File: src/rtl/logic_pipe_unit.sv
// logic_pipe_unit
//
// Purpose:
//   Bitwise logic unit behind a STAGES-deep valid/ready pipeline. Every beat
//   gets its result at the input and carries it down the stages together
//   with a zero flag (and, optionally, a parity bit). The chain is elastic:
//   each stage has its own valid bit. A stage takes a new beat when it is
//   empty or when its current beat moves on in the same cycle. The unit can
//   therefore accept one beat per cycle while out_ready stays high.
//
// Handshake:
//   A beat moves on a rising edge when its valid and the receiver's ready
//   are both high.
//   - Input side: in_valid / in_ready.
//   - Output side: out_valid / out_ready.
//   A producer that has raised valid keeps its data stable until the
//   handshake completes. in_ready depends combinationally on out_ready
//   through the stage chain.
//
// Parameters:
//   WIDTH  - operand/result width in bits (1..64)
//   STAGES - number of register stages (1..4)
//
// Ports:
//   clk, rst           - clock; asynchronous active-high reset
//   in_valid, in_ready - input beat handshake
//   a, b, op           - operands and operation select, sampled with the beat
//                        op: 000 AND, 001 OR, 010 NAND, 011 NOR, 100 XOR,
//                            101 XNOR, 110 NOT a, 111 pass a
//   out_valid, out_ready - output beat handshake
//   y, zero            - result and its all-zeros flag (both registered)
//   parity             - XOR reduction of y; present only when
//                        LOGIC_PIPE_UNIT_PARITY_EN is defined
//   done_cnt           - completed output handshakes, saturating at 0xFFFF
//
// Configuration macro: LOGIC_PIPE_UNIT_PARITY_EN

module logic_pipe_unit #(
    parameter int WIDTH  = 8,
    parameter int STAGES = 2
) (
    input  logic             clk,
    input  logic             rst,
    input  logic             in_valid,
    output logic             in_ready,
    input  logic [WIDTH-1:0] a,
    input  logic [WIDTH-1:0] b,
    input  logic [2:0]       op,
    output logic             out_valid,
    input  logic             out_ready,
    output logic [WIDTH-1:0] y,
    output logic             zero,
`ifdef LOGIC_PIPE_UNIT_PARITY_EN
    output logic             parity,
`endif
    output logic [15:0]      done_cnt
);

    // Result of the beat currently offered at the input.
    logic [WIDTH-1:0] res;
    logic             res_zero;

    always_comb begin
        res = '0;
        case (op)
            3'b000:  res = a & b;
            3'b001:  res = a | b;
            3'b010:  res = ~(a & b);
            3'b011:  res = ~(a | b);
            3'b100:  res = a ^ b;
            3'b101:  res = ~(a ^ b);
            3'b110:  res = ~a;
            default: res = a;
        endcase
        res_zero = (res == '0);
    end

    // Stage state. Index 0 is the stage nearest the input; index STAGES-1
    // drives the outputs.
    logic [STAGES-1:0] valid_q, valid_d;
    logic [STAGES-1:0] zero_q, zero_d;
    logic [WIDTH-1:0]  data_q [STAGES];
    logic [WIDTH-1:0]  data_d [STAGES];
`ifdef LOGIC_PIPE_UNIT_PARITY_EN
    logic [STAGES-1:0] par_q, par_d;
`endif

    // rdy[k] is high when stage k can take a beat this cycle.
    // rdy[STAGES] is the downstream ready.
    logic [STAGES:0] rdy;

    always_comb begin
        rdy         = '0;
        rdy[STAGES] = out_ready;
        // Walk from the output back to the input, so that a free slot
        // anywhere downstream reaches in_ready in the same cycle.
        for (int k = STAGES - 1; k >= 0; k--) begin
            rdy[k] = !valid_q[k] || rdy[k+1];
        end
    end

    assign in_ready = rdy[0];

    always_comb begin
        valid_d = valid_q;
        zero_d  = zero_q;
        data_d  = data_q;
`ifdef LOGIC_PIPE_UNIT_PARITY_EN
        par_d   = par_q;
`endif
        // First stage takes from the input port.
        if (rdy[0]) begin
            valid_d[0] = in_valid;
            if (in_valid) begin
                data_d[0] = res;
                zero_d[0] = res_zero;
`ifdef LOGIC_PIPE_UNIT_PARITY_EN
                par_d[0]  = ^res;
`endif
            end
        end
        // Later stages take from their predecessor. When a bubble moves in,
        // the payload is left as it is so that y does not toggle needlessly.
        for (int k = 1; k < STAGES; k++) begin
            if (rdy[k]) begin
                valid_d[k] = valid_q[k-1];
                if (valid_q[k-1]) begin
                    data_d[k] = data_q[k-1];
                    zero_d[k] = zero_q[k-1];
`ifdef LOGIC_PIPE_UNIT_PARITY_EN
                    par_d[k]  = par_q[k-1];
`endif
                end
            end
        end
    end

    always_ff @(posedge clk or posedge rst) begin
        if (rst) begin
            valid_q <= '0;
            zero_q  <= '0;
`ifdef LOGIC_PIPE_UNIT_PARITY_EN
            par_q   <= '0;
`endif
            for (int k = 0; k < STAGES; k++) begin
                data_q[k] <= '0;
            end
        end else begin
            valid_q <= valid_d;
            zero_q  <= zero_d;
`ifdef LOGIC_PIPE_UNIT_PARITY_EN
            par_q   <= par_d;
`endif
            for (int k = 0; k < STAGES; k++) begin
                data_q[k] <= data_d[k];
            end
        end
    end

    assign out_valid = valid_q[STAGES-1];
    assign y         = data_q[STAGES-1];
    assign zero      = zero_q[STAGES-1];
`ifdef LOGIC_PIPE_UNIT_PARITY_EN
    assign parity    = par_q[STAGES-1];
`endif

    // Completed output handshakes, held at the top value once reached.
    logic [15:0] done_cnt_q, done_cnt_d;

    always_comb begin
        done_cnt_d = done_cnt_q;
        if (out_valid && out_ready && (done_cnt_q != 16'hFFFF)) begin
            done_cnt_d = done_cnt_q + 16'd1;
        end
    end

    always_ff @(posedge clk or posedge rst) begin
        if (rst) begin
            done_cnt_q <= '0;
        end else begin
            done_cnt_q <= done_cnt_d;
        end
    end

    assign done_cnt = done_cnt_q;

endmodule

File: config.mk
export PLATFORM = sky130hd
export DESIGN_NAME = logic_pipe_unit
export DESIGN_NICKNAME = d
export VERILOG_FILES = /design/src/rtl/logic_pipe_unit.sv
export SDC_FILE = /design/constraint.sdc
export NUM_CORES = 1
export LEC_CHECK = 0
export ABC_AREA = 1
export CORE_MARGIN = 2
export CORE_UTILIZATION = 50
export CTS_CLUSTER_DIAMETER = 50
export DETAILED_ROUTE_END_ITERATION = 16
export GPL_ROUTABILITY_DRIVEN = 0
export PLACE_DENSITY = 0.77
export SLEW_MARGIN = 20
export SYNTH_ARGS = -nofsm -noshare
export SYNTH_HDL_FRONTEND = slang
export SYNTH_SLANG_ARGS = --single-unit
File: constraint.sdc
create_clock -name clk -period 2.5 [get_ports clk]
set_input_delay 0.75 -clock clk [delete_from_list [all_inputs] [get_ports clk]]
set_output_delay 0.75 -clock clk [all_outputs]
set_load 0.02 [all_outputs]
==> results of run 1 <==
==> cell usage after synthesis (all sizes together), types with 2 or more instances <==
cell type | number | area, sq um
inv | 49 | 183.9
xor2 | 7 | 61.31
nand4 | 7 | 43.79
nand3b | 7 | 52.55
o22ai | 2 | 12.51
nor2 | 38 | 155.1
buf | 17 | 131.4
nand3 | 41 | 215.2
nor3 | 3 | 25.02
o21ai | 19 | 95.09
ha | 17 | 212.7
dfrtp | 36 | 900.9
clkbuf | 2 | 7.510
mux2 | 8 | 90.09
xnor2 | 6 | 52.55
nand2 | 104 | 395.4
==> cells by family (layout without fill, tap and decap cells) <==
group,count (synthesis),after routing,share of synthesized area
simple gates,200,200,0.3355
buf+inv,68,121,0.1221
flops,36,36,0.3407
compound gates,22,22,0.04401
fa+ha+maj,17,17,0.08045
xor+xnor,13,13,0.04307
mux,8,8,0.03408
==> stage by stage <==
step,util,instance area (sq um),setup WS [ps],hold slack [ps]
floorplan,-,2644,727.7,445.2
global placement,0.6281,3208,-212.5,464.1
detailed placement,0.6281,3208,-224.1,472.8
CTS,0.6460,3299,41.08,491.9
global route,0.6463,3301,8.477,522.3
finish,0.6463,3301,70.55,486.1
==> final timing paths <==
| kind | start | endpoint | slack (ps) | cells past startpoint |
|---|---|---|---|---|
| setup / recovery | out_ready | in_ready | 70 | 4 |
| hold / removal | y[5]$_DFFE_PP0P_ | y[5]$_DFFE_PP0P_ | 490 | 2 |
| setup reg to reg | done_cnt[0]$_DFFE_PP0P_ | done_cnt[5]$_DFFE_PP0P_ | 560 | 8 |
| hold reg to reg | y[5]$_DFFE_PP0P_ | y[5]$_DFFE_PP0P_ | 490 | 2 |
| max in group asynchronous | rst | done_cnt[9]$_DFFE_PP0P_ | 1300 | 3 |
| min in group asynchronous | rst | data_q[11]$_DFFE_PP0P_ | 860 | 3 |
==> cell usage in the layout (no fill, tap or decap), drive strengths merged <==
cell type / count
ha: 17
dfrtp: 36
clkinvlp: 2
xnor2: 6
clkbuf: 5
nand3b: 7
o22ai: 2
mux2: 8
a21oi: 1
inv: 49
nor3: 3
nand4: 7
xor2: 7
clkdlybuf4s15: 1
nand3: 41
clkinv: 1
buf: 15
o21ai: 19
nor2: 38
nand2: 104
clkdlybuf4s50: 48
==> flip-flops by register name (all words and copies together), names as in the netlist <==
register / count
valid_q: 2
done_cnt: 16
data_q: 8
y: 8
zero_q: 2
==> where the power goes <==
| group | internal [mW] | switching, mW |
|---|---|---|
| logic | 0.385 | 0.416 |
| clock network | 0.197 | 0.221 |
| registers | 0.720 | 0.125 |
| total | 1.30 | 0.762 |
==> cell type report <==
cell class,count,area [sq um]
clock buffers,5,68.82
inverters,49,183.9
well taps,70,87.58
clock inverters,3,23.77
flip-flops and latches,36,900.9
fillers,458,1807
repair buffers,64,615.6
multi-input cells,260,1420
==> per-layer routing <==
layer  global-route usage  wire length, um  vias to the layer above
li1                     -                -                     1247
met2               0.3544             2915                       58
met5                    0                0                        -
met3              0.03059              243                       10
met4              0.07818               99                        0
met1               0.2375             2409                     1098
==> worst max-delay path: stages <==
cell and delay, ps:
clkdlybuf4s50_1 480, inv_1 60, nand3_1 80, clkdlybuf4s15_1 310
==> results.md, run 1 <==
- The startpoint-to-endpoint class of the critical path is input pin to output pin.
- The overall routed net length is roughly 5.7 mm.
- The clock arrives with 7.746 ps of skew.
- Setup violations remaining at the end of the flow were counted as 0.
- The cell at the root of the clock tree is clkbuf_8.
- Setup repair after global routing left no endpoint under its margin.
- The first detailed-routing pass took 4 iterations.
- In this run the post-CTS setup repair buffer count came out at 0.
- For this design the ratio of total power to cell area is ~630 nW/um^2.
- The H-tree depth is 2.
- The reported leakage power is 1.691 nW.
- During synthesis, Yosys emitted a total of 0 warnings.
- For this block, the initial DRC count from the detailed router was 96.
- The min-delay analysis places its worst path in the category flop to flop.
- Counting every net in the synthesized netlist gives between 400 and 500.
- The number of gates resized after CTS was 1.
- In this run, post-CTS hold repair placed 0 buffers.
- Dividing the detail-routed wire length by the instance count gives approximately 12 um.
- VDD sags by at most between 0.0002 and 0.0003 V.
- The largest net degree at the start of global routing is 37.
- The area growth from synthesis to layout is 24.85%.
- TritonCTS built the clock tree.
- 50 I/O pins were placed.
- The DRC violation count after routing is 0.
- The share of cells above drive strength 1 is 0.1079.
- Adding up every negative setup slack in the final design gives 0 ps.
- The floorplan has 26 rows.
- Summed over all nets, the half-perimeter wirelength after detailed placement is 4.386 mm.
- The post-layout total power is 2.063 mW.
- The worst path in the final design needs a cycle of 2429 ps, including I/O delays and setup.
- The actual transition at the worst max-transition pin is 460.2 ps.
- The clock transition at the register clock pins on the worst setup and hold paths after CTS is about 70 ps.
- The detailed-route vias per instance is ~5.0.
- The count of vias placed by the detailed router is approximately 2400.
- The initial cell density of the core is 0.5176.
- The area of the die is 5885 sq um.
- The number of different library cells used by synthesis comes to 26.
- For the worst setup path, the data arrival time is 1680 ps.
- The post-synthesis average cell area is slightly above 7 sq um.
- The number of global-route vias before repair is between 2000 and 2500.
- The number of maximum-capacitance constraint violations is 0.
- The number of endpoints with negative hold slack in the final report is 0.
- During placement, the flow inserted port buffers numbering 49.
- The region available for standard cell placement spans 5107 sq um.
- The total global routing overflow is 0.
- The final antenna diode count is 0.
- The clock sink count is 36.
- The endpoint type of the worst setup path is an output pin.
- Timing would allow up to 411.6 MHz.
- The clock insertion delay at the later pin of the skew report is between 200 and 300 ps.
- Synthesis inferred 36 register bits.
- The synthesized netlist occupies a cell area of 2644 sq um.
- The final layout contains 456 nets.
- The max-slew violation total from the final report is 0.
- The max-slew headroom at the worst pin is 0.6925.
- Of the available clock period, the critical path in the final layout requires 0.9718.
- For this run, the total global-route usage over all layers was measured as 0.1981.
- The first global-routing pass estimated 9.660 mm of wire.
- The share of the Yosys chip area taken by registers is 0.3407.
- Among all flip-flop cells after synthesis, the most frequent one is dfrtp_1.
- Along the worst path, the maximum fanout reaches 2.
- The share of synthesized flip-flops with an asynchronous set or reset is 1.000.
- The number of antenna violations at the first check in global routing is 0.
- The total CTS buffers is 5.
- The number of enable-type register cells in the synthesized netlist is 0.
- Data on the critical path is required at its endpoint by 1750 ps.
- Measured along the y axis, the die boundary spans 76.72 um.
- Synthesis produced a netlist whose cell count is ~360.
- The count of antenna-violating nets left after detailed routing is 0.
- The type of origin of the critical path is an input pin.
- Including well taps, the total number of placed cells is 479.
- The post-layout instance count excluding filler cells is 487.
- The floorplan step set the die width to 76.72 um.
- The flow ran to the end, and the final reports show no timing, DRC or antenna violations.
- The number of buffers between clock root and the deepest sink is 2.
Power figures use the tool's default switching activity.
==> run 2: changes to the inputs <==
--- a/config.mk
+++ b/config.mk
@@ -5,13 +5,13 @@
 export SDC_FILE = /design/constraint.sdc
 export NUM_CORES = 1
 export LEC_CHECK = 0
-export ABC_AREA = 1
 export CORE_MARGIN = 2
-export CORE_UTILIZATION = 50
+export CORE_UTILIZATION = 55
 export CTS_CLUSTER_DIAMETER = 50
 export DETAILED_ROUTE_END_ITERATION = 16
 export GPL_ROUTABILITY_DRIVEN = 0
-export PLACE_DENSITY = 0.77
+export GPL_TIMING_DRIVEN = 1
+export PLACE_DENSITY = 0.86
 export SLEW_MARGIN = 20
 export SYNTH_ARGS = -nofsm -noshare
 export SYNTH_HDL_FRONTEND = slang
==> results.md, run 2 <==
- The worst vdd rail ir drop is between 0.0002 and 0.0003 V.
- During I/O placement, the number of pins put on the boundary was 50.
- The library cell used most frequently in the layout, excluding fill and tap cells, is clkdlybuf4s50_1.
- The cell count after synthesis is 236.
- The largest family of logic cells by synthesized area is simple AND/OR/NAND/NOR gates.
- The number of enable-type register cells in the synthesized netlist is 0.
- For this run, the top clock speed supported by timing is 430.7 MHz.
- After detailed routing, no signal wire sits above met4.
- The share of cells above drive strength 1 is 0.1593.
- The actual transition at the worst max-transition pin is 497.1 ps.
- In this run, CTS created clock tree buffers numbering 5.
- The number of antenna violations at the first check in global routing is 0.
- Max-cap violations in this run came to 0.
- The met1 routed wirelength after detailed routing is 1.735 mm.
- The number of nets in the synthesized netlist is 276.
- Compared with the post-synthesis result, the final layout area differs by 28.33%.
- The cell at the root of the clock tree is clkbuf_8.
- The average wire per standard cell is 12.03 um.
- Of the post-synthesis cell area, the dominant cell type holds 0.3877.
- The core region area is 4029 sq um.
- Of the post-synthesis cell area, the part taken by muxes is 0.09101.
- The detailed-routed wire length on met3 is between 150 and 200 um.
- Of all flip-flops after synthesis, the portion carrying an async set or reset was 1.000.
- STA puts the critical path data arrival time at 2510 ps.
- The type of origin of the critical path is an input pin.
- Fill cells in the final layout number 295.
- The area of the die is 4760 sq um.
- Setup violations remaining at the end of the flow were counted as 0.
- Of the available clock period, the critical path in the final layout requires 0.9287.
- The sum of negative setup slack is 0 ps.
- In the synthesized netlist the dominant register cell turns out to be dfrtp_1.
- The startpoint identified for the worst register-to-register timing path is done_cnt[0]$_DFFE_PP0P_.
- Detailed placement finished with a half-perimeter wire length of 3.305 mm.
- The die extent in x is 69.00 um.
- The post-synthesis average cell area is 9.845 sq um.
- The number of endpoints with negative hold slack in the final report is 0.
- Of the total synthesized cell area, the portion taken by full adders, half adders and majority gates is 0.09155.
- The number of rows in the core area is 23.
- In the routed layout, each cell is associated on average with a via count of 5.197.
- The count of buffers added on input and output ports is 49.
- Setup repair after global routing left no endpoint under its margin.
- Setup slack on the critical path of the routed design comes to around 180 ps.
- The wire length of the first global-routing pass is 7.051 mm.
- The y dimension of the die is around 69 um.
- The register with the most flip-flops in the layout has 16 of them.
- The required time at the endpoint of the critical path is 2690 ps.
- The routed length on met2 is 2.194 mm.
- For this design the static power due to leakage is 1.355 nW.
- Global routing finished with a remaining overflow of 0.
- Sorting the synthesized cells by area gives the leading types as dfrtp_1 39%, ha_1 9.2%, xnor2_1 8.3%, mux2_2 5.3%, nand2_1 4.8%.
- The DRC violation count after routing is 0.
- Yosys printed 0 warnings.
- The initial cell density of the core is 0.5767.
- The number of global-route vias before repair is 1717.
- The final layout contains routed wiring with a total length of 4.149 mm.
- The number of distinct library cells after synthesis is 37.
- The detailed router placed 1793 vias in this run.
- The run finished with clean final reports.
- The post-synthesis sequential element count is 36.
- The worst hold path belongs to the class flop to flop.
- The count of antenna-violating nets left after detailed routing is 0.
- Ranked by instance count, the synthesized netlist is headed by 36 x dfrtp_1, 30 x nand2_1, 22 x xnor2_1.
- The time the worst path needs with I/O delays and setup is 2322 ps.
- The max-slew headroom at the worst pin is 0.6679.
- In the global route stage, overall resource usage came out at 0.1966.
- The top fanout value on the critical path is 2.
- The cell type with the largest total area after synthesis is dfrtp_1.
- The number of antenna diodes in the final layout is 0.
- The endpoint of the worst register-to-register path is done_cnt[1]$_DFFE_PP0P_.
- Timing analysis after detailed placement gives a worst setup slack of -220.0 ps.
- Of the total synthesized cell area, the portion taken by XOR and XNOR cells is 0.1055.
- The area of the mapped netlist is 2323 sq um.
- The worst reg-to-reg path cell count is 6.
- The iteration count of the initial detailed-routing pass is 4.
- The endpoint type of the worst setup path is a flop.
- The clock insertion delay at the later pin of the skew report is 290 ps.
- The detailed router finished its first iteration with 84 violations.
- Buffers inserted to repair hold after CTS numbered 0.
- Of the total synthesized cell area, the portion taken by AND, OR, NAND and NOR gates is 0.1459.
- The H-tree depth is 2.
- Clock skew on the completed layout was measured at 2.847 ps.
- In this run the post-CTS setup repair buffer count came out at 0.
- Following the worst setup path forward leads to its endpoint at zero_q[0]$_DFFE_PP0P_.
- TritonCTS built the clock tree.
- In the layout the commonest cells are 48 x clkdlybuf4s50_1, 36 x dfrtp_1, 30 x nand2_1, 22 x xnor2_1, 20 x inv_1.
- The cell with the most instances after synthesis is dfrtp_1.
- The power density over the cells is 646.5 nW/um^2.
- Entering global routing, the biggest net connects 37 pins.
- The max-slew violation total from the final report came to 0.
- For this design, the sink count on the clock tree is 36.
- After the last flow step, the layout net total stands at 334.
- The clock transition at the register clock pins on the worst setup and hold paths after CTS is 70 ps.
- The sequential cell area fraction in the yosys report is 0.3877.
- The setup path with the least slack is of type input pin to flop.
- The clock passes through at most 2 buffers.
- The critical path starts at a[0].
- Across all register-to-register paths, the minimum setup slack is about 760 ps.
- The synthesized-area fraction occupied by ao, oa, aoi and oai cells is 0.08993.
[run 2: where the power goes]
part	internal (mW)	total (mW)	leakage (nW)	switching (mW)
combinational	0.370	0.699	0.850	0.329
sequential	0.702	0.806	0.454	0.104
clock	0.220	0.422	0.0510	0.202
total	1.29	1.93	1.36	0.635
[run 2: cell families after synthesis]
| kind of cell | count (synthesis) |
|---|---|
| xor+xnor | 28 |
| simple gates | 71 |
| flops | 36 |
| mux | 18 |
| compound gates | 30 |
| buf+inv | 36 |
| fa+ha+maj | 17 |
[run 2: what timing repair did]
action	in CTS	in global routing
resized for setup	1	2
setup endpoints to repair	1	1
pin swaps	0	0
[run 2: final cells by class]
type | count | area [sq um] | area share
flip-flops and latches | 36 | 900.9 | 0.3021
multi-input cells | 164 | 1217 | 0.4083
inverters | 20 | 75.07 | 0.02518
well taps | 50 | 62.56 | 0.02098
clock buffers | 6 | 82.58 | 0.02770
repair buffers | 67 | 633.1 | 0.2123
clock inverters | 2 | 10.01 | 0.003357
[run 2: through the flow]
stage / utilization / instances / hold WS (ps) / total power [mW] / area [sq um]
final: 0.7401 / 345 / 486.2 / 1.928 / 2982
after global routing: 0.7401 / 345 / 527.6 / 2.043 / 2982
after CTS: 0.7410 / 345 / 487.4 / 1.946 / 2985
after detailed placement: 0.7183 / 337 / 471.4 / 1.524 / 2894
after global placement: 0.7183 / 337 / 459.8 / 1.489 / 2894
after floorplan: - / 236 / 444.1 / 1.257 / 2323
[run 2: worst min-delay path by stage]
| stage | from | endpoint | slack [ps] | depth (start not counted) |
|---|---|---|---|---|
| finish | data_q[10]$_DFFE_PP0P_ | data_q[10]$_DFFE_PP0P_ | 490 | 2 |
| global route | data_q[8]$_DFFE_PP0P_ | y[0]$_DFFE_PP0P_ | 530 | 1 |
| CTS | data_q[10]$_DFFE_PP0P_ | data_q[10]$_DFFE_PP0P_ | 490 | 2 |
| detailed placement | data_q[10]$_DFFE_PP0P_ | data_q[10]$_DFFE_PP0P_ | 470 | 2 |
| global placement | data_q[10]$_DFFE_PP0P_ | data_q[10]$_DFFE_PP0P_ | 460 | 2 |
| floorplan | zero_q[0]$_DFFE_PP0P_ | zero_q[0]$_DFFE_PP0P_ | 440 | 2 |
[run 2: worst max-delay path, cell delays in order]
cell	delay (ps)
clkdlybuf4s50_1	480
inv_1	60
ha_1	320
mux2i_4	150
xnor2_1	90
a211oi_2	250
nand4_1	130
o41ai_2	280
[run 2: metal layers]
metal,vias to the layer above,track usage
met2,41,0.3702
met1,847,0.2177
li1,899,-
met5,-,0
met3,6,0.04383
met4,0,0.06127
==> run 3: changes to the inputs <==
--- a/config.mk
+++ b/config.mk
@@ -5,6 +5,7 @@
 export SDC_FILE = /design/constraint.sdc
 export NUM_CORES = 1
 export LEC_CHECK = 0
+export CAP_MARGIN = 20
 export CORE_MARGIN = 2
 export CORE_UTILIZATION = 55
 export CTS_CLUSTER_DIAMETER = 50
==> results of run 3 <==
Same layout as run 2: the final DEF is identical, and so are final timing and power.
